<file path="src/rtl/beta_mem_stall.sv">
// -----------------------------------------------------------------------------
// beta_mem_stall
//
// MEM stage of the pipelined Beta with a variable-latency data memory.
// Holds the stage registers (pc, ir, y, d), drives the memory port from them,
// and waits on the memory acknowledge before letting the instruction move on
// to write-back. Upstream is held off with a combinational stall. An access
// that never gets acknowledged is aborted after MAX_WAIT wait cycles, with a
// one-cycle error pulse.
//
// Parameters
//   W         datapath width (>= 32)
//   MAX_WAIT  wait cycles without mack before an access is aborted (>= 1)
//
// Ports
//   clk, reset              clock, synchronous active-high reset
//   irsrc                   IR select: 0 = irin, 1 = BNE trap, 2/3 = NOP
//   pcin, irin, yin, din    values arriving from the ALU stage
//   pcout, irout, yout      stage registers, passed to write-back
//   rdout                   load data of the instruction that last left
//   maddr, mwd              memory address (= y) and write data (= d)
//   mwr, moe                write / read strobes
//   mack, mrd               memory acknowledge and read data
//   stall                   upstream must hold this cycle
//   merr                    one-cycle pulse on access timeout
// -----------------------------------------------------------------------------
module beta_mem_stall #(
    parameter int W        = 32,
    parameter int MAX_WAIT = 15
) (
    input  logic         clk,
    input  logic         reset,
    input  logic [1:0]   irsrc,
    input  logic [W-1:0] pcin,
    input  logic [W-1:0] irin,
    input  logic [W-1:0] yin,
    input  logic [W-1:0] din,
    output logic [W-1:0] pcout,
    output logic [W-1:0] irout,
    output logic [W-1:0] yout,
    output logic [W-1:0] rdout,
    output logic [W-1:0] maddr,
    output logic [W-1:0] mwd,
    output logic         mwr,
    output logic         moe,
    input  logic         mack,
    input  logic [W-1:0] mrd,
    output logic         stall,
    output logic         merr
);

    localparam int CW = $clog2(MAX_WAIT + 1);
    localparam logic [CW-1:0] MAX_CNT = CW'(MAX_WAIT);

    localparam logic [W-1:0] NOP_WORD = W'(32'h83FF_FFFF);
    localparam logic [W-1:0] BNE_WORD = W'(32'h7BDF_FFFF);

    localparam logic [5:0] OP_LD  = 6'b011000;
    localparam logic [5:0] OP_LDR = 6'b011111;
    localparam logic [5:0] OP_ST  = 6'b011001;

    typedef enum logic {IDLE, WAIT} state_t;

    state_t         state, state_nxt;
    logic [CW-1:0]  cnt, cnt_nxt;

    logic [W-1:0]   pc, ir, y, d, rd;
    logic [W-1:0]   ir_sel;

    logic [5:0]     opcode;
    logic           is_ld, is_st, mem_op;

    // Instruction decode on the held IR
    assign opcode = ir[31:26];
    assign is_ld  = (opcode == OP_LD) || (opcode == OP_LDR);
    assign is_st  = (opcode == OP_ST);
    assign mem_op = is_ld || is_st;

    // Strobes follow the IR for the whole access, including the completing
    // or timeout cycle; they only drop once a new IR is loaded.
    assign mwr   = is_st;
    assign moe   = is_ld;
    assign maddr = y;
    assign mwd   = d;

    assign pcout = pc;
    assign irout = ir;
    assign yout  = y;
    assign rdout = rd;

    // State register. The wait counter lives alongside the FSM state.
    always_ff @(posedge clk) begin
        // NOTE: sequential state uses non-blocking assignments so every
        // register samples the pre-edge values of the others.
        if (reset) begin
            state <= IDLE;
            cnt   <= '0;
        end else begin
            state <= state_nxt;
            cnt   <= cnt_nxt;
        end
    end

    // Next-state logic
    always_comb begin
        // NOTE: defaults first so no path leaves a variable unassigned,
        // which would otherwise infer a latch.
        state_nxt = state;
        cnt_nxt   = cnt;
        case (state)
            IDLE: begin
                if (mem_op && !mack) begin
                    state_nxt = WAIT;
                    cnt_nxt   = CW'(1);
                end
            end
            WAIT: begin
                if (mack || (cnt >= MAX_CNT)) begin
                    // Completion or timeout: the next access starts fresh.
                    state_nxt = IDLE;
                    cnt_nxt   = '0;
                end else begin
                    cnt_nxt   = cnt + CW'(1);
                end
            end
            default: begin
                state_nxt = IDLE;
                cnt_nxt   = '0;
            end
        endcase
    end

    // Output logic: purely combinational so upstream sees stall this cycle.
    always_comb begin
        stall = 1'b0;
        merr  = 1'b0;
        case (state)
            IDLE: stall = mem_op && !mack;
            WAIT: begin
                stall = !mack && (cnt < MAX_CNT);
                merr  = !mack && (cnt >= MAX_CNT);
            end
            default: ;
        endcase
    end

    // IR source mux; only consulted on an advance edge.
    always_comb begin
        case (irsrc)
            2'd0:    ir_sel = irin;
            2'd1:    ir_sel = BNE_WORD;
            default: ir_sel = NOP_WORD;
        endcase
    end

    // Pipeline registers: advance when not stalled, otherwise hold.
    always_ff @(posedge clk) begin
        if (reset) begin
            pc <= '0;
            ir <= NOP_WORD;
            y  <= '0;
            d  <= '0;
            rd <= '0;
        end else if (!stall) begin
            pc <= pcin;
            ir <= ir_sel;
            y  <= yin;
            d  <= din;
            // A timed-out load has mack=0 here and therefore retires with 0.
            rd <= (is_ld && mack) ? mrd : '0;
        end
    end

endmodule

</file>
<file path="config.mk">
export PLATFORM = sky130hd
export DESIGN_NAME = beta_mem_stall
export DESIGN_NICKNAME = d
export VERILOG_FILES = /design/src/rtl/beta_mem_stall.sv
export SDC_FILE = /design/constraint.sdc
export NUM_CORES = 1
export LEC_CHECK = 0
export ABC_AREA = 0
export CAP_MARGIN = 15
export CORE_MARGIN = 2
export CORE_UTILIZATION = 25
export CTS_BUF_LIST = sky130_fd_sc_hd__clkbuf_2 sky130_fd_sc_hd__clkbuf_4 sky130_fd_sc_hd__clkbuf_8
export DETAILED_ROUTE_END_ITERATION = 10
export PLACE_DENSITY = 0.66
export REMOVE_ABC_BUFFERS = 1
export SLEW_MARGIN = 10
export SYNTH_ARGS = -nofsm -noshare
export SYNTH_HDL_FRONTEND = slang
export SYNTH_SLANG_ARGS = --single-unit
</file>
<file path="constraint.sdc">
create_clock -name clk -period 4.5 [get_ports clk]
set_input_delay 0.9 -clock clk [delete_from_list [all_inputs] [get_ports clk]]
set_output_delay 0.9 -clock clk [all_outputs]
set_load 0.02 [all_outputs]
</file>
## Yosys cells after proc, flatten, opt, wreduce, memory -nomap -nowiden

Cells that the tools add are included.

| storage, ports and cells | value |
|---|---|
| output and inout bits | 196 |
| flip-flop bits (word level) | 165 |
| bits of input ports | 165 |

| operators by class | value |
|---|---|
| bitwise gates (word level) | 1 |
| reduce and logical (&&, ||, !) cells | 9 |
| magnitude comparators | 2 |
| $add $sub $neg | 1 |
| equal/unequal tests | 5 |
| muxes and demuxes | 10 |

Operator list:

| cell | count |
|---|---|
| $pmux W32 S2 | 1 |
| $mux W32 | 1 |
| $eq A6 B5 Y1 const B | 3 |
| $mux W4 | 2 |
| $pmux W4 S2 | 1 |
| $add A4 B1 Y4 const B | 1 |
| $ge A4 B4 Y1 const B | 1 |
| $logic_and A1 B1 Y1 | 4 |
| $lt A4 B4 Y1 const B | 1 |
| $pmux W1 S2 | 2 |
| $logic_or A1 B1 Y1 | 3 |
| $mux W1 | 3 |
| $eq A2 B1 Y1 const B | 1 |
| $logic_not A2 Y1 | 1 |
| $ne A2 B2 Y1 const B | 1 |
| $logic_not A1 Y1 | 1 |
| $not A1 Y1 | 1 |

## Longest topological paths before layout

Gate-level depths: netlist of the first run.

| logic depth | value |
|---|---|
| word-level depth | 6 |
| depth in mapped cells | 8 |

## Worst setup path after synthesis of the first run

OpenSTA, ideal clock, no wires.

| timing path | value |
|---|---|
| path kind | input-to-output |
| from | input port mack |
| to | output port stall |
| stages on the path | 5 |
| arrival time | 1.720 ns |
| path buffers | 2 |
| slack | 1.880 ns |
| cells stage by stage | nand2b_1 > nand2b_1 > buf_2 > nand2_2 > buf_4 |

| on the way | value |
|---|---|
| word-level cells in the longest chain between the ends | 3 |
| elaborated cells on any way between the ends | 4 |

Ends and longest elaborated chain:

| item | RTL line | source |
|---|---|---|
| start, declared | 46 | `input logic mack,` |
| $logic_not A1 Y1 (*) | 138, 140 |  |
| $logic_and A1 B1 Y1 (on tied branches) | 140, 138 |  |
| $pmux W1 S2 (*) | 137 | `case (state)` |
| end, declared | 48 | `output logic stall,` |

Every way passes the cells marked *; elsewhere a longest branch is shown, timed or not.

## Worst setup path in the final report of the first run

Same ends and word-level chain as after synthesis.

==> results of run 1 <==
cell type report:
class | instances | area (sq um) | share of cell area
timing repair buffer | 371 | 3690 | 0.355
sequential | 165 | 3300 | 0.318
multi-input combinational | 454 | 2590 | 0.249
tap | 330 | 413 | 0.0397
clock buffer | 19 | 255 | 0.0245
clock inverter | 13 | 138 | 0.0132
inverter | 4 | 15.0 | 0.00144
worst reg2reg max path, cell delays in order, from the launching register on:
cell and delay [ns]:
dfxtp_1 0.34, nand3b_1 0.31, a2111o_2 0.53, buf_4 0.26, a21oi_4 0.74, a22o_1 0.28
report_power, final:
| part | leakage, nW | internal [W] | switching (W) |
|---|---|---|---|
| combinational | 2.32 | 0.000275 | 0.000200 |
| sequential | 1.36 | 0.00152 | 0.0000320 |
| clock | 0.196 | 0.000479 | 0.000619 |
| total | 3.87 | 0.00227 | 0.000851 |
registers in the layout, indices dropped and copies added (netlist names):
register	flops
state	1
maddr	32
irout	32
rdout	32
pcout	32
cnt	4
mwd	32
worst paths after layout:
check                               start       end  depth (start not counted)
worst max-delay path                 mack     stall                          5
worst min-delay path               mwd[5]    mwd[5]                          2
worst max register to register  irout[31]  rdout[4]                          5
worst min register to register     mwd[5]    mwd[5]                          2
metrics by stage:
step / cell area, sq um / power (W) / TNS (ns)
6_report: 10400 / 0.00312 / 0
4_1_cts: 10400 / 0.00318 / 0
5_1_grt: 10400 / 0.00327 / 0
2_1_floorplan: 5880 / 0.00173 / -18.24
3_3_place_gp: 9990 / 0.00206 / 0
3_5_place_dp: 10000 / 0.00206 / 0
synthesized netlist by cell type, drive strengths merged (2+ instances only):
cell / number
a211oi: 3
a21oi: 99
a22o: 33
buf: 68
clkbuf: 37
dfxtp: 165
inv: 4
mux2i: 27
nand2b: 2
nand3: 99
nor2: 60
nor2b: 6
nor3: 3
o21ai: 101
o41ai: 4
or3: 2
logic make-up (layout without fill, tap and decap cells):
logic type      Yosys count  after routing  share of synthesized area
flops                   165            165                      0.511
compound gates          247            247                      0.221
simple gates            178            178                      0.130
buf+inv                 109            407                     0.0929
fa+ha+maj                 1              1                    0.00194
xor+xnor                  1              1                    0.00136
mux                      27             27                     0.0418
metal layers:
metal,routed length (microns),part of all wire
met2,10300,0.47
met3,2340,0.11
met4,260,0.012
met1,9180,0.42
met5,0,0
==> flow_summary_export.csv, run 1 <==
group,metric,value,unit
die,core,25300,sq um
cells_and_area,drive_above_1_share,0.0507,
die,die_h,165,microns
timing,finalCritPeriodShare,0.777,
global_routing,grt.met1_usage,0.190,
synth,synth_warnings,0,
synth,yosys.area.top_type,"dfxtp_1",
cells_and_area,fin_util,0.412,
routing,drt-vias-per-instance,4.65,
timing,tightest_slew,0.994,ns
cells_and_area,fill_cells,2514,
placed_design,hpwl,14700,microns
routing,ant_nets,0,
routing,drtIter0Drc,650,
synth,synth_area,6460,sq um
placed_design,place_inst,1324,
critical_path,cp_top_family,"buffers and inverters",
global_routing,grt.met3_usage,0.0660,
clock_tree,cts_setup_buffers,0,
die,die_area,27200,sq um
placed_design,io_buffer_count,360,
clock_tree,cts.reportedPaths.clkPinSlew,0.09,ns
critical_path,path_buf_inv,2,
die,ios,361,
global_routing,grt_use_total,0.157,
critical_path,cp_common_cell,"clkdlybuf4s50_1",
timing,rsz0062_at_grt,"no",
critical_path,critical_path_required,3.60,ns
synth,ys_seq_area_frac,0.511,
timing,hold_viol_final,0,
synth,syn_avg_cell_area,8.88,sq um
cells_and_area,layout.cells.most_common,"clkdlybuf4s50_1",
routing,drt_wl_total,22100,microns
placed_design,place_congestion,0.712,
global_routing,grt.overflow.total,0,
cells_and_area,areaGrowthSynthToFinish,61.0,%
clock_tree,cts-resized-gates,0,
timing,relSlewSlack,0.337,
timing,fin_ws,1.01,ns
critical_path,slowest_stage,"clkdlybuf4s50_1",
die,row_count,58,
routing,vias,6307,
timing,min_period,3.49,ns
critical_path,end_kind,"primary output",
synth,yosys_register_bits,165,
timing,fmax,286,MHz
placed_design,dpl_worst_slack,0.931,ns
routing,dr.pass1.iters,4,
pwr,pwr_density_cell,300,nW/um^2
critical_path,r2r_slack,1.98,ns
synth,synth.distinct_cells,35,
global_routing,busiest_layer,"met2",
critical_path,cp_max_fo,6,
clock_tree,clk_path_buf_depth,2,
clock_tree,clock-sinks,165,
cells_and_area,num_antenna_cells,0,
critical_path,arrival,2.59,ns
die,die_x,165,microns
timing,setup_viol,0,
min_path,hp-class,"flop to flop",
critical_path,path_cells,"clkdlybuf4s50_1 > nand2b_1 > nand2b_4 > nand2_2 > clkdlybuf4s50_1",
synth,synth_area_leaders,"dfxtp_1 51%, o21ai_0 7.8%, nand3_1 7.7%",
synth,ys.flop_type,"dfxtp_1",
clock_tree,htreeDepth,4,
pwr,p_leak,3.87,nW
critical_path,cp_slowest_stage_delay,0.60,ns
cells_and_area,final_nets,1179,
synth,synth_edf_count,0,
routing,drc,0,
clock_tree,cts-hold-fix-buffers,0,
die,initial_core_util,0.256,
status,status,"finished clean",
global_routing,grt_pass1_vias,6109,
critical_path,critPathKind,"primary input to primary output",
flow_run,drv_cap,0,
clock_tree,root_buffer,"clkbuf_8",
clock_tree,cts_tree,"built",
global_routing,antenna_found_initial,0,
pwr,irDropWorstVdd,0.189,mV
global_routing,use_met2,0.255,
synth,synth_top_cell_area_share,0.511,
synth,netlist_instances,728,
timing,finalMaxSlewViolations,0,
clock_tree,cts_buffers,17,
clock_tree,clkLatencyLatePin,0.45,ns
global_routing,grt_first_pass_wirelength,33800,microns
critical_path,start_kind,"primary input",
timing,worst_hold_slack,0.476,ns
synth,ys_async_sr_fraction,0,
routing,wl_per_cell,16.3,microns
cells_and_area,final_cell_mix,"359 x clkdlybuf4s50_1, 165 x dfxtp_1, 101 x o21ai_0",
timing,finClkSkew,0.0217,ns
cells_and_area,fin_cells,1356,
global_routing,grt_max_degree,102,
Note: power is estimated with default switching activity, not from simulation.
==> run 2: changes to the inputs <==
--- a/config.mk
+++ b/config.mk
@@ -11,7 +11,7 @@
 export CORE_UTILIZATION = 25
 export CTS_BUF_LIST = sky130_fd_sc_hd__clkbuf_2 sky130_fd_sc_hd__clkbuf_4 sky130_fd_sc_hd__clkbuf_8
 export DETAILED_ROUTE_END_ITERATION = 10
-export PLACE_DENSITY = 0.66
+export PLACE_DENSITY = 0.68
 export REMOVE_ABC_BUFFERS = 1
 export SLEW_MARGIN = 10
 export SYNTH_ARGS = -nofsm -noshare
==> constraint.sdc (replaced) <==
create_clock -name clk -period 3 [get_ports clk]
set_input_delay 0.6 -clock clk [delete_from_list [all_inputs] [get_ports clk]]
set_output_delay 0.6 -clock clk [all_outputs]
set_load 0.02 [all_outputs]
==> flow_summary_export.csv, run 2 (synthesized netlist as in run 1, its figures left out) <==
group,metric,value,unit
cells_and_area,final_cell_mix,"358 x clkdlybuf4s50_1, 165 x dfxtp_1, 101 x o21ai_0",
pwr,irDropWorstVdd,0.296,mV
timing,finalMaxSlewViolations,0,
timing,rsz0062_at_grt,"no",
routing,ant_nets,0,
critical_path,start_kind,"flop",
routing,drc,0,
cells_and_area,drive_above_1_share,0.0525,
routing,dr.pass1.iters,5,
critical_path,cp_max_fo,5,
clock_tree,htreeDepth,4,
die,ios,361,
timing,relSlewSlack,0.404,
clock_tree,cts-resized-gates,1,
min_path,hp-class,"flop to flop",
clock_tree,cts-hold-fix-buffers,0,
pwr,p_leak,3.91,nW
global_routing,antenna_found_initial,0,
status,status,"finished clean",
clock_tree,cts_tree,"built",
clock_tree,clock-sinks,165,
die,die_area,27200,sq um
clock_tree,cts.reportedPaths.clkPinSlew,0.10,ns
timing,fmax,370,MHz
global_routing,grt_pass1_vias,6019,
cells_and_area,fill_cells,2495,
clock_tree,clk_path_buf_depth,2,
clock_tree,cts_setup_buffers,0,
cells_and_area,design_area,10500,sq um
cells_and_area,num_antenna_cells,0,
die,row_count,58,
clock_tree,cts_buffers,17,
clock_tree,clkLatencyLatePin,0.44,ns
routing,drt-vias-per-instance,4.69,
timing,finalCritPeriodShare,0.902,
timing,hold_viol_final,0,
timing,worst_hold_slack,0.473,ns
placed_design,io_buffer_count,360,
die,die_h,165,microns
timing,setup_viol,0,
routing,wl_per_cell,15.7,microns
die,core,25300,sq um
global_routing,grt.overflow.total,0,
placed_design,hpwl,14000,microns
routing,drtIter0Drc,397,
flow_run,drv_cap,0,
cells_and_area,final_nets,1182,
critical_path,end_kind,"primary output",
pwr,finalPower,0.00473,W
timing,min_period,2.71,ns
critical_path,critPathKind,"flop to primary output",
placed_design,place_congestion,0.731,
global_routing,grt_use_total,0.150,
global_routing,grt_first_pass_wirelength,32300,microns
die,die_x,165,microns
cells_and_area,areaGrowthSynthToFinish,62.2,%
die,initial_core_util,0.256,
timing,finClkSkew,0.0121,ns
pwr,pwr_density_cell,451,nW/um^2
clock_tree,root_buffer,"clkbuf_8",
critical_path,critical_path_required,2.40,ns
placed_design,place_inst,1327,
placed_design,dpl_cell_area,10100,sq um
cells_and_area,layout.cells.most_common,"clkdlybuf4s50_1",
routing,drt_wl_total,21400,microns
routing,vias,6373,
critical_path,arrival,2.11,ns
timing,tightest_slew,0.892,ns
global_routing,grt_max_degree,142,
cells_and_area,fin_cells,1358,
[run 2: cell count changes in the layout (fill, tap and decap cells not counted), sizes merged]
cell	delta
buf	+3
clkinv	-2
bufinv	+1
clkbuf	-1
clkdlybuf4s50	-1
dlygate4sd2	+1
inv	+1
[run 2: worst paths after layout]
kind                                 from        end  slack, ns  cells past startpoint
worst min register to register    mwd[15]    mwd[15]       0.47                      2
worst max-delay path            irout[26]      stall       0.29                      4
worst min-delay path              mwd[15]    mwd[15]       0.47                      2
worst max register to register  irout[26]  maddr[30]       0.68                      6
[run 2: worst max-delay path, stage by stage, from the launching register on]
cell	delay, ns
dfxtp_1	0.42
nand3_1	0.22
a2111o_2	0.58
nand2_2	0.10
dlygate4sd2_1	0.36
[run 2: report_power, final]
group | leakage, nW | switching, W | internal, W
sequential | 1.36 | 0.0000473 | 0.00227
combinational | 2.35 | 0.000298 | 0.000417
clock | 0.203 | 0.000904 | 0.000791
total | 3.91 | 0.00125 | 0.00348
[run 2: cell type report]
cell class | instances | area, sq um | area share
clock inverter | 13 | 161 | 0.0154
inverter | 4 | 15.0 | 0.00143
multi-input combinational | 454 | 2590 | 0.247
clock buffer | 18 | 248 | 0.0236
sequential | 165 | 3300 | 0.315
timing repair buffer | 374 | 3750 | 0.358
tap | 330 | 413 | 0.0394
[run 2: per-stage QoR]
step | util | setup TNS, ns | worst slack, ns
2_1_floorplan | - | -217.28 | -1.60
3_3_place_gp | 0.399 | 0 | 0.219
3_5_place_dp | 0.399 | 0 | 0.221
4_1_cts | 0.415 | 0 | 0.205
5_1_grt | 0.415 | 0 | 0.137
6_report | 0.415 | 0 | 0.294
[run 2: routing by layer]
layer / global-route usage / routed length, microns / vias to the layer above
met5: 0 / 0 / -
met4: 0.0470 / 317 / 0
met3: 0.0665 / 2320 / 17
met2: 0.245 / 10000 / 283
met1: 0.177 / 8720 / 2957
li1: - / - / 3116
==> run 3: changes to the inputs <==
--- a/config.mk
+++ b/config.mk
@@ -7,11 +7,12 @@
 export LEC_CHECK = 0
 export ABC_AREA = 0
 export CAP_MARGIN = 15
-export CORE_MARGIN = 2
+export CORE_MARGIN = 1.5
 export CORE_UTILIZATION = 25
 export CTS_BUF_LIST = sky130_fd_sc_hd__clkbuf_2 sky130_fd_sc_hd__clkbuf_4 sky130_fd_sc_hd__clkbuf_8
+export CTS_CLUSTER_DIAMETER = 30
 export DETAILED_ROUTE_END_ITERATION = 10
-export PLACE_DENSITY = 0.68
+export PLACE_DENSITY = 0.66
 export REMOVE_ABC_BUFFERS = 1
 export SLEW_MARGIN = 10
 export SYNTH_ARGS = -nofsm -noshare
==> constraint.sdc (replaced) <==
create_clock -name clk -period 3.2 [get_ports clk]
set_input_delay 0.64 -clock clk [delete_from_list [all_inputs] [get_ports clk]]
set_output_delay 0.64 -clock clk [all_outputs]
set_load 0.02 [all_outputs]
==> flow_summary_export.csv, run 3 (synthesized netlist as in run 1, its figures left out) <==
group,metric,value,unit
status,status,"finished clean",
critical_path,slowest_stage,"clkdlybuf4s50_1",
die,die_area,26800,sq um
timing,hold_viol_final,0,
global_routing,antenna_found_initial,0,
placed_design,io_buffer_count,360,
routing,ant_nets,0,
routing,vias,6405,
pwr,finalPower,0.00449,W
critical_path,r2r_start,"irout[31]",
cells_and_area,areaGrowthSynthToFinish,62.0,%
routing,drt_wl_total,21800,microns
clock_tree,cts_setup_buffers,0,
critical_path,critPathKind,"flop to primary output",
die,die_h,164,microns
placed_design,dpl_worst_slack,0.256,ns
timing,fin_ws,0.258,ns
timing,fmax,340,MHz
clock_tree,clkLatencyLatePin,0.45,ns
clock_tree,htreeDepth,4,
clock_tree,clk_path_buf_depth,2,
die,row_count,58,
die,die_x,164,microns
pwr,pwr_density_cell,429,nW/um^2
global_routing,grt_max_degree,67,
routing,drtIter0Drc,345,
timing,relSlewSlack,0.381,
min_path,whs_path_depth,2,
critical_path,path_cells,"nand3b_1 > a2111o_2 > nand2_2 > clkdlybuf4s50_1",
flow_run,drv_cap,0,
timing,finalMaxSlewViolations,0,
placed_design,place_congestion,0.761,
cells_and_area,drive_above_1_share,0.0544,
clock_tree,clock-sinks,165,
timing,tightest_slew,0.929,ns
routing,wl_per_cell,16.0,microns
die,initial_core_util,0.256,
critical_path,cp_max_fo,5,
min_path,worstHoldStart,"pcout[16]",
cells_and_area,fin_util,0.414,
clock_tree,cts-resized-gates,0,
clock_tree,cts.reportedPaths.clkPinSlew,0.10,ns
global_routing,grt_first_pass_wirelength,33200,microns
critical_path,end_kind,"primary output",
die,ios,361,
clock_tree,cts_tree,"built",
critical_path,reg2reg_to,"pcout[3]",
routing,drt-vias-per-instance,4.71,
cells_and_area,final_nets,1183,
timing,finalCritPeriodShare,0.919,
timing,min_period,2.94,ns
timing,worst_hold_slack,0.472,ns
critical_path,critical_path_required,2.56,ns
cells_and_area,num_antenna_cells,0,
die,core,25300,sq um
cells_and_area,layout.cells.most_common,"clkdlybuf4s50_1",
pwr,p_leak,3.91,nW
global_routing,grt.overflow.total,0,
global_routing,grt_use_total,0.157,
critical_path,start_kind,"flop",
placed_design,hpwl,14800,microns
critical_path,arrival,2.30,ns
min_path,hold_end,"pcout[16]",
pwr,irDropWorstVdd,0.243,mV
clock_tree,cts-hold-fix-buffers,0,
clock_tree,cts_buffers,17,
cells_and_area,final_cell_mix,"359 x clkdlybuf4s50_1, 165 x dfxtp_1, 101 x o21ai_0",
routing,drc,0,
critical_path,cp_slowest_stage_delay,0.60,ns
timing,finClkSkew,0.0215,ns
critical_path,r2r_slack,0.87,ns
timing,rsz0062_at_grt,"no",
clock_tree,root_buffer,"clkbuf_8",
timing,setup_viol,0,
min_path,hp-class,"flop to flop",
routing,dr.pass1.iters,4,
global_routing,grt_pass1_vias,6108,
critical_path,rr_worst_depth,6,
==> run 3: worst max path at each step <==
stage | start | to | slack (ns) | cells after the start
global route | irout[31] | stall | 0.14 | 4
detailed placement | mack | mwd[27] | 0.26 | 6
floorplan | irout[27] | maddr[0] | -1.40 | 4
global placement | mack | maddr[12] | 0.29 | 6
CTS | irout[31] | stall | 0.19 | 4
finish | irout[31] | stall | 0.26 | 4
==> run 3: layout make-up <==
class,instances,area (sq um)
Multi-Input combinational cell,454,2590
Inverter,4,15.0
Clock inverter,14,181
Timing Repair Buffer,375,3730
Clock buffer,18,241
Tap cell,330,413
Sequential cell,165,3300
Fill cell,2529,14800
==> run 3: report_power, final <==
part / switching, W / leakage [nW] / total, W / internal, W
Sequential: 0.0000439 / 1.36 / 0.00218 / 0.00213
Clock: 0.000896 / 0.214 / 0.00164 / 0.000746
Combinational: 0.000280 / 2.34 / 0.000668 / 0.000388
==> run 3: metrics by stage <==
stage	instances	TNS (ns)	area, sq um
4_1_cts	1360	0	10500
3_3_place_gp	1328	0	10000
5_1_grt	1360	0	10500
3_5_place_dp	1328	0	10000
2_1_floorplan	623	-187.36	5880
6_report	1360	0	10500
==> run 3: per-layer routing <==
layer | GRT usage | vias up | share of wire
met3 | 0.0662 | 20 | 0.10
met5 | 0 | - | 0
met4 | 0.0533 | 0 | 0.016
met1 | 0.187 | 2985 | 0.42
li1 | - | 3118 | -
met2 | 0.252 | 282 | 0.46
==> run 3: critical path, delay by kind of cell, from the launching register on <==
kind            cells  cell delay, ns
buf+inv             1            0.60
compound gates      1            0.52
simple gates        2            0.39
flops               1            0.34
